<file path="src/rtl/seg_scan_mux.sv">
// seg_scan_mux: time-multiplexed driver for an 8-digit common-cathode
// seven-segment array. Each digit owns a fixed slot of SCAN_DIV cycles that
// opens with BLANK_CYC blank cycles; masked digits stay dark but still use
// their slot, so the frame period does not depend on the mask.
module seg_scan_mux #(
    parameter int unsigned SCAN_DIV  = 1000,
    parameter int unsigned BLANK_CYC = 16
) (
    input  logic        clk_in,
    input  logic        rst,
    input  logic [63:0] seg_bus,
    input  logic [7:0]  digit_en,
    output logic [7:0]  array_seg,
    output logic [7:0]  array_com,
    output logic        frame_tick
);

    localparam int unsigned CNT_W = 16;
    localparam int unsigned IDX_W = 3;
    localparam int unsigned SEG_W = 8;

    localparam logic [CNT_W-1:0] CNT_LAST  = CNT_W'(SCAN_DIV - 1);
    localparam logic [CNT_W-1:0] CNT_BLANK = CNT_W'(BLANK_CYC);
    localparam logic [IDX_W-1:0] IDX_LAST  = IDX_W'(7);
    localparam logic [SEG_W-1:0] COM_OFF   = SEG_W'(8'hFF);
    localparam logic [SEG_W-1:0] SEG_OFF   = SEG_W'(8'h00);

    // Slot phase, decoded from the position inside the slot.
    typedef enum logic {
        PH_BLANK = 1'b0,
        PH_SHOW  = 1'b1
    } phase_t;

    logic [CNT_W-1:0] cnt;
    logic [IDX_W-1:0] idx;
    logic [SEG_W-1:0] seg_hold;
    logic             en_hold;

    logic [CNT_W-1:0] cnt_nxt;
    logic [IDX_W-1:0] idx_nxt;
    logic [SEG_W-1:0] seg_hold_nxt;
    logic             en_hold_nxt;
    logic [SEG_W-1:0] seg_nxt;
    logic [SEG_W-1:0] com_nxt;
    logic             tick_nxt;
    phase_t           phase_c;

    // Next-state and output decode from the current (cnt, idx, snapshot).
    always_comb begin
        cnt_nxt      = cnt + CNT_W'(1);
        idx_nxt      = idx;
        seg_hold_nxt = seg_hold;
        en_hold_nxt  = en_hold;
        seg_nxt      = SEG_OFF;
        com_nxt      = COM_OFF;
        tick_nxt     = 1'b0;
        phase_c      = (cnt < CNT_BLANK) ? PH_BLANK : PH_SHOW;

        // Slot wrap advances the digit; idx wraps 7 -> 0 naturally.
        if (cnt == CNT_LAST) begin
            cnt_nxt = '0;
            idx_nxt = idx + IDX_W'(1);
            if (idx == IDX_LAST) begin
                tick_nxt = 1'b1;
            end
        end

        // Snapshot the digit at slot start so mid-slot input changes are ignored.
        if (cnt == '0) begin
            seg_hold_nxt = seg_bus[{idx, 3'b000} +: SEG_W];
            en_hold_nxt  = digit_en[idx];
        end

        // Only a SHOW cycle of an enabled digit drives a common low.
        if (phase_c == PH_SHOW && en_hold) begin
            seg_nxt = seg_hold;
            com_nxt = ~(SEG_W'(1) << idx);
        end
    end

    // State and registered outputs; reset blanks the array immediately.
    always_ff @(posedge clk_in or posedge rst) begin
        if (rst) begin
            cnt        <= '0;
            idx        <= '0;
            seg_hold   <= '0;
            en_hold    <= 1'b0;
            array_seg  <= SEG_OFF;
            array_com  <= COM_OFF;
            frame_tick <= 1'b0;
        end else begin
            cnt        <= cnt_nxt;
            idx        <= idx_nxt;
            seg_hold   <= seg_hold_nxt;
            en_hold    <= en_hold_nxt;
            array_seg  <= seg_nxt;
            array_com  <= com_nxt;
            frame_tick <= tick_nxt;
        end
    end

endmodule

</file>
<file path="config.mk">
export PLATFORM = sky130hd
export DESIGN_NAME = seg_scan_mux
export DESIGN_NICKNAME = d
export VERILOG_FILES = /design/src/rtl/seg_scan_mux.sv
export SDC_FILE = /design/constraint.sdc
export NUM_CORES = 1
export LEC_CHECK = 0
export ABC_AREA = 1
export BUFFER_PORTS_ARGS = -buffer_cell sky130_fd_sc_hd__buf_2
export CAP_MARGIN = 10
export CORE_ASPECT_RATIO = 1.5
export CORE_UTILIZATION = 35
export DETAILED_ROUTE_END_ITERATION = 10
export SETUP_SLACK_MARGIN = 0.02
export SLEW_MARGIN = 15
export SYNTH_ARGS = -nofsm -noshare
export SYNTH_HDL_FRONTEND = slang
export SYNTH_SLANG_ARGS = --single-unit
</file>
<file path="constraint.sdc">
create_clock -name clk_in -period 1.3 [get_ports clk_in]
set_input_delay 0.065 -clock clk_in [delete_from_list [all_inputs] [get_ports clk_in]]
set_output_delay 0.065 -clock clk_in [all_outputs]
set_load 0.03 [all_outputs]
</file>
==> results.yml <==
layout:
  diodes: 0
  layout.nets: 694
  syn2layout_area_growth_pct: 41.2
  fillers: 876
  drive_gt1_frac: 0.359
pwr:
  max-vdd-ir-drop_v: 0.000566
  p_leak_nw: 2.63
  power_density_nw_per_um2: 708
sta:
  rsz0062_at_grt: "true"
  setup_violations: 32
  min_period_ps: 1380
  slew_headroom: 0.728
  tns_ps: -845
  fin_worst_skew_ps: 5.42
  fin_hold_ws_ps: 282
  finalHoldViolCount: 0
  min_period_over_period: 1.06
  worst_slack_ps: -78.2
  fmax_mhz: 726
  worst_pin_slew_ps: 408
  slew_violations: 0
global_route:
  grt_pass1_wl_mm: 14.1
  overflow: 0
  grtUsageTotal: 0.197
  grt_pass1_vias: 3178
  antenna_found_initial: 0
  grt_start_max_net_pins: 46
worst_setup_path:
  timing.rr.end: "cnt[12]$_DFF_PP0_"
  endpoint: "cnt[12]$_DFF_PP0_"
  cp_max_fo: 3
  r2r_start: "cnt[12]$_DFF_PP0_"
  reg2reg_slack_ps: -80
  crit_arrival_ps: 1600
  path_class: "register to register"
  crit_path_end_kind: "register"
  worstRegToRegCells: 10
  start_kind: "register"
  crit_required_ps: 1520
  crit_start: "cnt[12]$_DFF_PP0_"
clock_network:
  cts_buffers: 5
  cts-root-buf: "clkbuf_16"
  tritoncts: "built"
  cts.sinks: 45
  clk_latency_ps: 290
  ctsHtreeMaxLevel: 2
  clk_pin_slew_ps: 70
  cts.path.max_buffers: 2
placed_design:
  dp.final_hpwl_mm: 6.10
  gp_congestion: 0.888
  port-buffer-count: 90
die:
  initial_core_util: 0.365
  die_h_um: 117
  core-area_um2: 8460
  std_cell_rows: 41
  die_area_um2: 9210
  io-pin-count: 91
  dieWidth_um: 78.7
synthesis:
  synthArstFlopShare: 1.00
  yosysUniqueCellTypes: 26
  netlist_area_um2: 3090
  yosys_warnings: 0
  syn_nets: 560
  synth_most_common_cell: "nand2_1"
  synthTopCellsByArea: "dfrtp_1, nand2_1, inv_1"
  postSynthCellCount: 478
  avgSynthCellArea_um2: 6.46
  synth_common_cells: "nand2_1, inv_1, nand3_1"
  ys_seq_area_frac: 0.368
  synth_top_area_frac: 0.300
  synth.largest_area_cell: "dfrtp_1"
  ys.flop_type: "dfrtp_1"
  synth_edf_count: 0
  ys_seq_elements: 45
outcome:
  status: "complete, but fails checks"
  violations: "setup timing"
min_path:
  worstHoldPathCells: 9
  hold_path.class: "primary input to register"
  hp-start: "seg_bus[44]"
detailed_routing:
  drc_errors: 0
  first_iter_violations: 213
  ant_nets: 0
  vias_per_cell: 4.49
  dr_total_vias: 3231
  post_drt_wl_per_cell_um: 12.0
  first_pass_iters: 4
  wl_mm: 8.60
run:
  maxCapViolCount: 0
[state kept, by name, indices dropped and copies added, names as in the netlist]
signal,count
array_com,8
array_seg,8
cnt,16
en_hold,1
frame_tick,1
idx,3
seg_hold,8
[cell families (layout without fill, tap and decap cells)]
group,after synthesis,count (layout),synth area share
compound gates,1,1,0.00162
buf+inv,128,261,0.170
fa+ha+maj,8,8,0.0324
simple gates,287,289,0.402
flops,45,45,0.368
xor+xnor,9,9,0.0255
[power by group]
part / total (mW) / internal, mW / switching [mW]
Clock: 1.29 / 0.726 / 0.568
Sequential: 1.45 / 1.43 / 0.0207
Combinational: 0.344 / 0.158 / 0.187
Total: 3.09 / 2.31 / 0.775
[cells in the final DEF (no fill, tap or decap), types with 7 or more instances in the layout]
master	synthesis	routed
buf_2	3	90
buf_4	7	43
dfrtp_1	37	33
dfstp_2	8	8
ha_1	8	7
inv_1	109	103
nand2_1	175	161
nand2_2	5	17
nand3_1	48	46
nand4_1	9	9
nor2_1	33	20
nor2_2	5	14
nor2_4	2	7
xor2_1	9	9
[worst max-delay path, stage by stage (launching register included)]
cell	delay, ps
dfrtp_1	390
inv_2	50
buf_4	120
buf_4	120
buf_4	120
buf_4	120
buf_4	110
buf_4	120
nand2_1	50
nand2_1	60
inv_1	60
[metal layers]
layer / part of all wire / wire (um) / up-vias / GRT usage
li1: - / - / 1663 / -
met1: 0.38 / 3290 / 1469 / 0.211
met2: 0.55 / 4750 / 82 / 0.390
met3: 0.040 / 347 / 17 / 0.0248
met4: 0.026 / 220 / 0 / 0.0667
met5: 0 / 0 / - / 0
[final cells by class]
cell class,instances,area (um2),share of cell area
Inverter,113,432,0.0990
Tap cell,107,134,0.0307
Timing Repair Buffer,140,885,0.203
Clock buffer,5,125,0.0287
Clock inverter,3,25.0,0.00574
Sequential cell,45,1140,0.262
Multi-Input combinational cell,307,1620,0.371
[worst min path at each step]
stage | endpoint
global placement | array_seg[5]$_DFF_PP0_
finish | seg_hold[4]$_DFFE_PP0N_
global route | seg_hold[4]$_DFFE_PP0N_
floorplan | array_seg[0]$_DFF_PP0_
CTS | seg_hold[4]$_DFFE_PP0N_
detailed placement | array_seg[2]$_DFF_PP0_
[per-stage QoR]
step                      total power, mW  utilization  area, um2  cells  worst slack [ps]
after global placement               1.81        0.454       3840    693             -72.3
final                                3.09        0.515       4360    720             -78.2
after floorplan                      1.64            -       3090    478              25.1
after CTS                            3.11        0.503       4260    717             -42.3
after detailed placement             1.81        0.454       3840    693             -89.2
after global routing                 3.22        0.515       4360    720              -165
[timing repair]
action / 4_1_cts / 5_1_grt
hold endpoints to repair: 37 / 0
gates cloned: 3 / 0
gates resized for setup: 37 / 27
pin swaps: 13 / 12
setup endpoints to repair: 38 / 43
setup buffers: 12 / 3
hold buffers: 1 / 0
Note: power is estimated with default switching activity, not from simulation.
